**config.mk**
```make
export PLATFORM = sky130hd
export DESIGN_NAME = filter_frame_ctrl
export DESIGN_NICKNAME = d
export VERILOG_FILES = /design/src/rtl/filter_pkg.sv /design/src/rtl/sync_delay.sv /design/src/rtl/filter_frame_ctrl.sv
export SDC_FILE = /design/constraint.sdc
export NUM_CORES = 1
export LEC_CHECK = 0
export BUFFER_PORTS_ARGS = -buffer_cell sky130_fd_sc_hd__buf_4
export CAP_MARGIN = 20
export CORE_UTILIZATION = 45
export CTS_BUF_LIST = sky130_fd_sc_hd__clkbuf_2 sky130_fd_sc_hd__clkbuf_4 sky130_fd_sc_hd__clkbuf_8
export CTS_CLUSTER_SIZE = 14
export DETAILED_ROUTE_END_ITERATION = 10
export GPL_ROUTABILITY_DRIVEN = 0
export PLACE_DENSITY = 0.68
export SETUP_SLACK_MARGIN = 0.2
export SLEW_MARGIN = 5
export SYNTH_ARGS = -nofsm -noshare
export SYNTH_HDL_FRONTEND = slang
export SYNTH_HIERARCHICAL = 1
export SYNTH_SLANG_ARGS = --single-unit
```
**constraint.sdc**
```tcl
create_clock -name clk -period 2.5 [get_ports clk]
set_input_delay 0.75 -clock clk [delete_from_list [all_inputs] [get_ports clk]]
set_output_delay 0.75 -clock clk [all_outputs]
set_load 0.005 [all_outputs]
```
**src/rtl/filter_pkg.sv**
```systemverilog
// Shared types and helpers for the RGB565 3x3 filter control path.
package filter_pkg;

  typedef enum logic [1:0] {
    MODE_BYPASS = 2'd0,
    MODE_GAUSS  = 2'd1,
    MODE_MEDIAN = 2'd2,
    MODE_SOBEL  = 2'd3
  } filt_mode_t;

  typedef enum logic {
    ST_IDLE = 1'b0,
    ST_PEND = 1'b1
  } ctrl_state_t;

  localparam int CNT_W = 9;

  // Position counters stick at all-ones instead of wrapping on oversized frames.
  function automatic logic [CNT_W-1:0] sat_inc(input logic [CNT_W-1:0] v);
    return (&v) ? v : v + 1'b1;
  endfunction

endpackage

```
**src/rtl/sync_delay.sv**
```systemverilog
// Asynchronous-reset shift register: o_q is i_d delayed by DEPTH clocks.
module sync_delay #(
  parameter int WIDTH = 2,
  parameter int DEPTH = 2
) (
  input  logic             clk,
  input  logic             rst,
  input  logic [WIDTH-1:0] i_d,
  output logic [WIDTH-1:0] o_q
);

  logic [WIDTH-1:0] r_stage [DEPTH];

  always_ff @(posedge clk or posedge rst) begin
    if (rst) begin
      for (int i = 0; i < DEPTH; i++) r_stage[i] <= '0;
    end else begin
      r_stage[0] <= i_d;
      for (int i = 1; i < DEPTH; i++) r_stage[i] <= r_stage[i-1];
    end
  end

  assign o_q = r_stage[DEPTH-1];

endmodule

```
**src/rtl/filter_frame_ctrl.sv**
```systemverilog
// Frame-synchronous mode controller: applies mode requests at VS rise, tracks pixel
// position and produces a border flag aligned with the filter output DE.
module filter_frame_ctrl
  import filter_pkg::*;
#(
  parameter int H_ACTIVE       = 480,
  parameter int V_ACTIVE       = 272,
  parameter int FILTER_LATENCY = 2
) (
  input  logic             clk,
  input  logic             rst,
  input  logic [1:0]       cfg_mode,
  input  logic             cfg_valid,
  output logic             cfg_ready,
  input  logic             in_hs,
  input  logic             in_vs,
  input  logic             in_de,
  output logic [1:0]       sel_mode,
  output logic             mode_done,
  output logic [CNT_W-1:0] x_cnt,
  output logic [CNT_W-1:0] y_cnt,
  output logic             out_border,
  output logic [7:0]       frame_cnt,
  output logic             err_hlen
);

  localparam logic [CNT_W-1:0] X_LEN  = CNT_W'(H_ACTIVE);
  localparam logic [CNT_W-1:0] X_LAST = CNT_W'(H_ACTIVE - 1);
  localparam logic [CNT_W-1:0] Y_LAST = CNT_W'(V_ACTIVE - 1);

  ctrl_state_t      r_state, w_state_nxt;
  filt_mode_t       r_pend_mode, r_sel_mode;
  logic             r_mode_done;
  logic             r_vs_q, r_de_q, r_hs_q;
  logic [CNT_W-1:0] r_x, r_y;
  logic [7:0]       r_frame;
  logic             r_err;
  logic             w_vs_rise, w_de_fall, w_accept, w_apply, w_edge_hit;
  logic [1:0]       w_border_dly;
  logic             w_unused_hs;

  assign w_vs_rise   = in_vs & ~r_vs_q;
  assign w_de_fall   = ~in_de & r_de_q;
  // HS is kept registered for alignment only; DE drives all counting.
  assign w_unused_hs = r_hs_q;

  always_comb begin
    w_state_nxt = r_state;
    w_accept    = 1'b0;
    w_apply     = 1'b0;
    case (r_state)
      ST_IDLE: if (cfg_valid) begin
        w_accept    = 1'b1;
        w_state_nxt = ST_PEND;
      end
      ST_PEND: if (w_vs_rise) begin
        w_apply     = 1'b1;
        w_state_nxt = ST_IDLE;
      end
      default: w_state_nxt = ST_IDLE;
    endcase
  end

  // A request arriving on the VS-rise clock lands in PEND and waits for the next frame.
  always_ff @(posedge clk or posedge rst) begin
    if (rst) begin
      r_state     <= ST_IDLE;
      r_pend_mode <= MODE_BYPASS;
      r_sel_mode  <= MODE_BYPASS;
      r_mode_done <= 1'b0;
    end else begin
      r_state     <= w_state_nxt;
      r_mode_done <= w_apply;
      if (w_accept) r_pend_mode <= filt_mode_t'(cfg_mode);
      if (w_apply)  r_sel_mode  <= r_pend_mode;
    end
  end

  always_ff @(posedge clk or posedge rst) begin
    if (rst) begin
      r_vs_q  <= 1'b0;
      r_de_q  <= 1'b0;
      r_hs_q  <= 1'b0;
      r_x     <= '0;
      r_y     <= '0;
      r_frame <= '0;
      r_err   <= 1'b0;
    end else begin
      r_vs_q <= in_vs;
      r_de_q <= in_de;
      r_hs_q <= in_hs;
      if (in_de)          r_x <= sat_inc(r_x);
      else if (w_de_fall) r_x <= '0;
      if (w_vs_rise)      r_y <= '0;
      else if (w_de_fall) r_y <= sat_inc(r_y);
      if (w_vs_rise)      r_frame <= r_frame + 8'd1;
      if (w_de_fall && (r_x != X_LEN)) r_err <= 1'b1;
    end
  end

  assign w_edge_hit = (r_x == '0) | (r_x == X_LAST) | (r_y == '0) | (r_y == Y_LAST);

  sync_delay #(
    .WIDTH (2),
    .DEPTH (FILTER_LATENCY)
  ) u_border_dly (
    .clk (clk),
    .rst (rst),
    .i_d ({in_de, w_edge_hit}),
    .o_q (w_border_dly)
  );

  assign out_border = w_border_dly[1] & w_border_dly[0];
  assign cfg_ready  = (r_state == ST_IDLE);
  assign sel_mode   = r_sel_mode;
  assign mode_done  = r_mode_done;
  assign x_cnt      = r_x;
  assign y_cnt      = r_y;
  assign frame_cnt  = r_frame;
  assign err_hlen   = r_err;

endmodule

```
; After elaboration in Yosys (flattened, before gate mapping)
; Index checks and enable logic that the tools add are counted.
[word_totals]
reg_bits = 39
in_bits = 8
output_inout_bits = 32
[classes]
add_sub_neg = 3
eq_ne = 5
n_mux = 12
bitwise = 9
n_reduce_logical = 9
[op_table]
columns = operator, count
row1 = $mux W9, 6
row2 = $add A9 B1 Y9 const B, 2
row3 = $eq A9 B9 Y1 const B, 2
row4 = $logic_not A9 Y1, 2
row5 = $reduce_and A9 Y1, 2
row6 = $ne A9 B9 Y1 const B, 1
row7 = $add A8 B1 Y8 const B, 1
row8 = $mux W1, 5
row9 = $ne A2 B2 Y1 const B, 2
row10 = $reduce_and A2 Y1, 2
row11 = $reduce_bool A2 Y1, 2
row12 = $and A1 B1 Y1, 3
row13 = $not A1 Y1, 3
row14 = $or A1 B1 Y1, 3
row15 = $pmux W1 S2, 1
row16 = $logic_and A1 B1 Y1, 1

; Depth between registers and ports, before layout
[logic_depth]
word_depth = 4
depth_mapped = 8
ltp_nobuf = 7

; Modules after synthesis
; The synthesis kept the hierarchy.
[modules_own_cells]
columns = mod, n_inst, cells_per_inst, area_per_inst_um2
row1 = filter_frame_ctrl, 1, 158, 1697.9
row2 = sync_delay, 1, 7, 118.9

; Worst setup path before layout
; OpenSTA, ideal clock, no wires.
[synth_timing]
path_kind = reg2reg
from = reg r_y[0], in the netlist y_cnt[0]
to = reg r_y[5], in the netlist y_cnt[5]
setup_time_ns = 0.078
arrival_ns = 2.008
required_time_ns = 2.422
slack_ns = 0.414
path_stages_with_launch = 8
path_buffers = 0
period_less_slack_ns = 2.086
cell_sequence = dfrtp_1 ha_1 nand3_1 nor2_1 ha_1 or3b_4 or4_1 a21oi_1
[synth_between]
elab_chain_cells = 4
[synth_lines]
columns = element, line
row1 = from (decl), filter_frame_ctrl.sv:35  ; logic [CNT_W-1:0] r_x, r_y;
row2 = from (signal assigned), filter_frame_ctrl.sv:95  ; else if (w_de_fall) r_y <= sat_inc(r_y);
row3 = $add A9 B1 Y9, filter_pkg.sv:20  ; return (&v) ? v : v + 1'b1;
row4 = $mux W9, filter_pkg.sv:20
row5 = $mux W9, filter_frame_ctrl.sv:95
row6 = $mux W9, filter_frame_ctrl.sv:94  ; if (w_vs_rise) r_y <= '0;
; Parallel ways exist; a longest one is shown, timed or not. The select of a mux whose other input is x is not followed.
; A chain may end at the register's enable or synchronous reset.

; Worst setup path after layout
[layout_timing]
from = reg r_y[1], in the netlist y_cnt[1]
to = reg r_y[7], in the netlist y_cnt[7]
; The elaborated chain is that of the path after synthesis.

==> reports/metrics.cfg <==
[run_status]
outcome=finished, final reports clean

[die]
core_um2=3770
die-area_um2=4300
die_h_um=65.5
fp.dieW_um=65.5
num_rows=22
start_util_pct=48.2
ios=40

[route]
wire_per_inst_um=13.7
ant_nets=0
drtPass1Iterations=4
via_per_inst=5.32
drt_iter0_drc=78
wl_mm=3.59
num_vias=1389
drc_errors=0

[grt]
grt_pass1_vias=1405
grt_overflow_total=0
grt_pass1_wl_mm=5.94
grt_util_all_layers_pct=18.5
antenna_found_initial=0
grt_max_degree=36

[sta]
rsz0062_at_grt=no
fin_crit_sh_pct=86.6
fin_tns_setup_ps=0
hold_viol=0
setup_viol=0
worst_hold_slack_ps=346
clock_skew_ps=8.34
timing.fmax_mhz=462
slew_headroom_pct=70.4
period_needed_ps=2170
tightest_slew_ps=444
final-max-slew-violation-count=0
finalWorstSetupSlack_ps=334

[worst_setup_path]
cp_slowest_stage_delay_ps=510
crit_arrival_ps=2380
path_cells=ha_2 -> nand3_2 -> nor2_1 -> ha_1 -> or3b_4 -> or4_1 -> a21oi_1
cp.buffers_inverters=0
rr_startpoint=y_cnt[1]$_DFFE_PP0P_
path_depth=7
start_kind=register
r2r_slack_ps=330
r2r_end=y_cnt[7]$_DFFE_PP0P_
critPathTopFamily=simple AND/OR/NAND/NOR gates
end_kind=register
critPathSlowestCell=or4_1
crit_fanout=9
cp.required_ps=2710
setup.worst_path.class=reg -> reg
r2r_cells=7
crit_end=y_cnt[7]$_DFFE_PP0P_
crit_path_start=y_cnt[1]$_DFFE_PP0P_

[cts]
cts.sinks=39
clock_latency_ps=300
cts_buffers=5
htree_levels=2
holdBufCountCts=0
cts_root_buf=clkbuf_8
cts_tree=done
cts.path.max_buffers=2
path_clk_slew_ps=70

[placed_design]
preCtsSetupSlack_ps=197
numPortBuffers=38
hpwl_mm=2.54

[flow_run]
maxCapViolCount=0

[final_layout]
drive_above_1_share_pct=28.6
fillers=319
final_common_cell=buf_4
n_antenna_cell=0
area_growth_pct=27.3
mostFrequentLayoutCells=45 x buf_4, 39 x dfrtp_1, 14 x nand2_1
nets=227

[synthesis]
synth-edff-count=0
netlist_instances=165
synth_top_area_cell=dfrtp_1
synth.net_count=180
synth_seq_cells=39
yosysUniqueCellTypes=38
synth_area_leaders=dfrtp_1 54%, ha_1 4.8%, xnor2_1 3.9%
synthArstFlopShare_pct=100
seq_area_frac_synth_pct=53.7
dominantRegCellSynth=dfrtp_1
synth_top_area_share_pct=53.7
syn_area_per_cell_um2=11.0
post_synth_instance_area_um2=1820
yosys_warnings=6

[power]
ir_drop_uv=456
p_int_mw=1.28
power.share.clock_pct=30.9
comb_power_share_pct=21.3
p_per_area_nw_per_um2=759
switchingPower_mw=0.471
leakage_nw=1.07
sequentialPowerShare_pct=47.8
p_sw_share_pct=26.8

[hold_path]
hp-class=in -> async

layer usage:
metal	vias to the layer above	wire length, µm	track usage [%]
li1	684	-	-
met1	660	1570	21.7
met2	35	1790	30.8
met3	10	133	4.34
met4	0	92	10.6
met5	-	0	0
cell usage after synthesis, drive strengths merged (2+ instances only):
master / count
mux2i: 3
o31ai: 4
nor2b: 4
nand4: 7
nor2: 5
nand2b: 2
inv: 10
mux2: 5
nand3: 3
o21ai: 8
xnor2: 8
or4: 4
clkbuf: 2
a22o: 2
a21oi: 10
dfrtp: 39
nor4b: 2
nand2: 14
ha: 7
buf: 3
or3: 5
nand4b: 2
and2: 2
registers in the layout, indices dropped and copies added, names as in the netlist, 2 cells and up:
| register | count |
|---|---|
| u_border_dly/o_q | 2 |
| r_pend_mode | 2 |
| sel_mode | 2 |
| x_cnt | 9 |
| y_cnt | 9 |
| u_border_dly/r_stage | 2 |
| frame_cnt | 8 |
worst min-delay path by stage:
stage	start	end	slack [ps]	depth (start not counted)
floorplan	u_border_dly/r_stage[2]$_DFF_PP0_	u_border_dly/o_q[0]$_DFF_PP0_	330	0
global placement	u_border_dly/r_stage[2]$_DFF_PP0_	u_border_dly/o_q[0]$_DFF_PP0_	340	0
detailed placement	u_border_dly/r_stage[2]$_DFF_PP0_	u_border_dly/o_q[0]$_DFF_PP0_	340	0
CTS	rst	u_border_dly/o_q[0]$_DFF_PP0_	340	2
global route	rst	u_border_dly/o_q[0]$_DFF_PP0_	350	2
finish	rst	u_border_dly/r_stage[2]$_DFF_PP0_	350	2
metrics by stage:
stage | total power [mW] | utilization [%] | instance area [µm²] | std cells
finish | 1.75 | 61.3 | 2310 | 261
global route | 1.86 | 61.3 | 2310 | 261
CTS | 1.77 | 60.1 | 2270 | 256
detailed placement | 1.22 | 57.0 | 2150 | 248
global placement | 1.20 | 57.0 | 2150 | 248
floorplan | 1.03 | - | 1820 | 165
worst register-to-register path: stages (launching register included):
cell     delay, ps
dfrtp_1        420
ha_2           210
nand3_2        100
nor2_1          60
ha_1           180
or3b_4         440
or4_1          510
a21oi_1        160
cell type report:
class | instances | area [µm²] | share of cell area (%)
sequential | 39 | 976 | 42.2
multi-input combinational | 111 | 783 | 33.9
timing repair buffer | 45 | 338 | 14.6
clock buffer | 6 | 82.6 | 3.57
tap | 48 | 60.1 | 2.60
inverter | 10 | 37.5 | 1.62
clock inverter | 2 | 35.0 | 1.52
cells by family after synthesis:
group | synth area share [%]
AO/OA/AOI/OAI | 10.8
XOR/XNOR | 3.86
adder cells (fa/ha/maj) | 4.82
buffers and inverters | 3.58
flip-flops | 53.7
multiplexers | 4.75
AND/OR/NAND/NOR | 18.5
timing repair:
| item | 4_1_cts | 5_1_grt |
|---|---|---|
| resized for setup | 0 | 2 |
| setup endpoints to repair | 2 | 3 |
| buffers inserted | 0 | 5 |
| pin swaps | 1 | 1 |
power groups by stage:
stage                     Sequential [mW]  Clock, mW  Combinational, mW
final                               0.839      0.542              0.374
after detailed placement            0.851          0              0.368
after global routing                0.857      0.584              0.419
after global placement              0.842          0              0.357
after CTS                           0.841      0.557              0.370
after floorplan                     0.839          0              0.192
No activity file was read; power rests on OpenSTA's default activity.
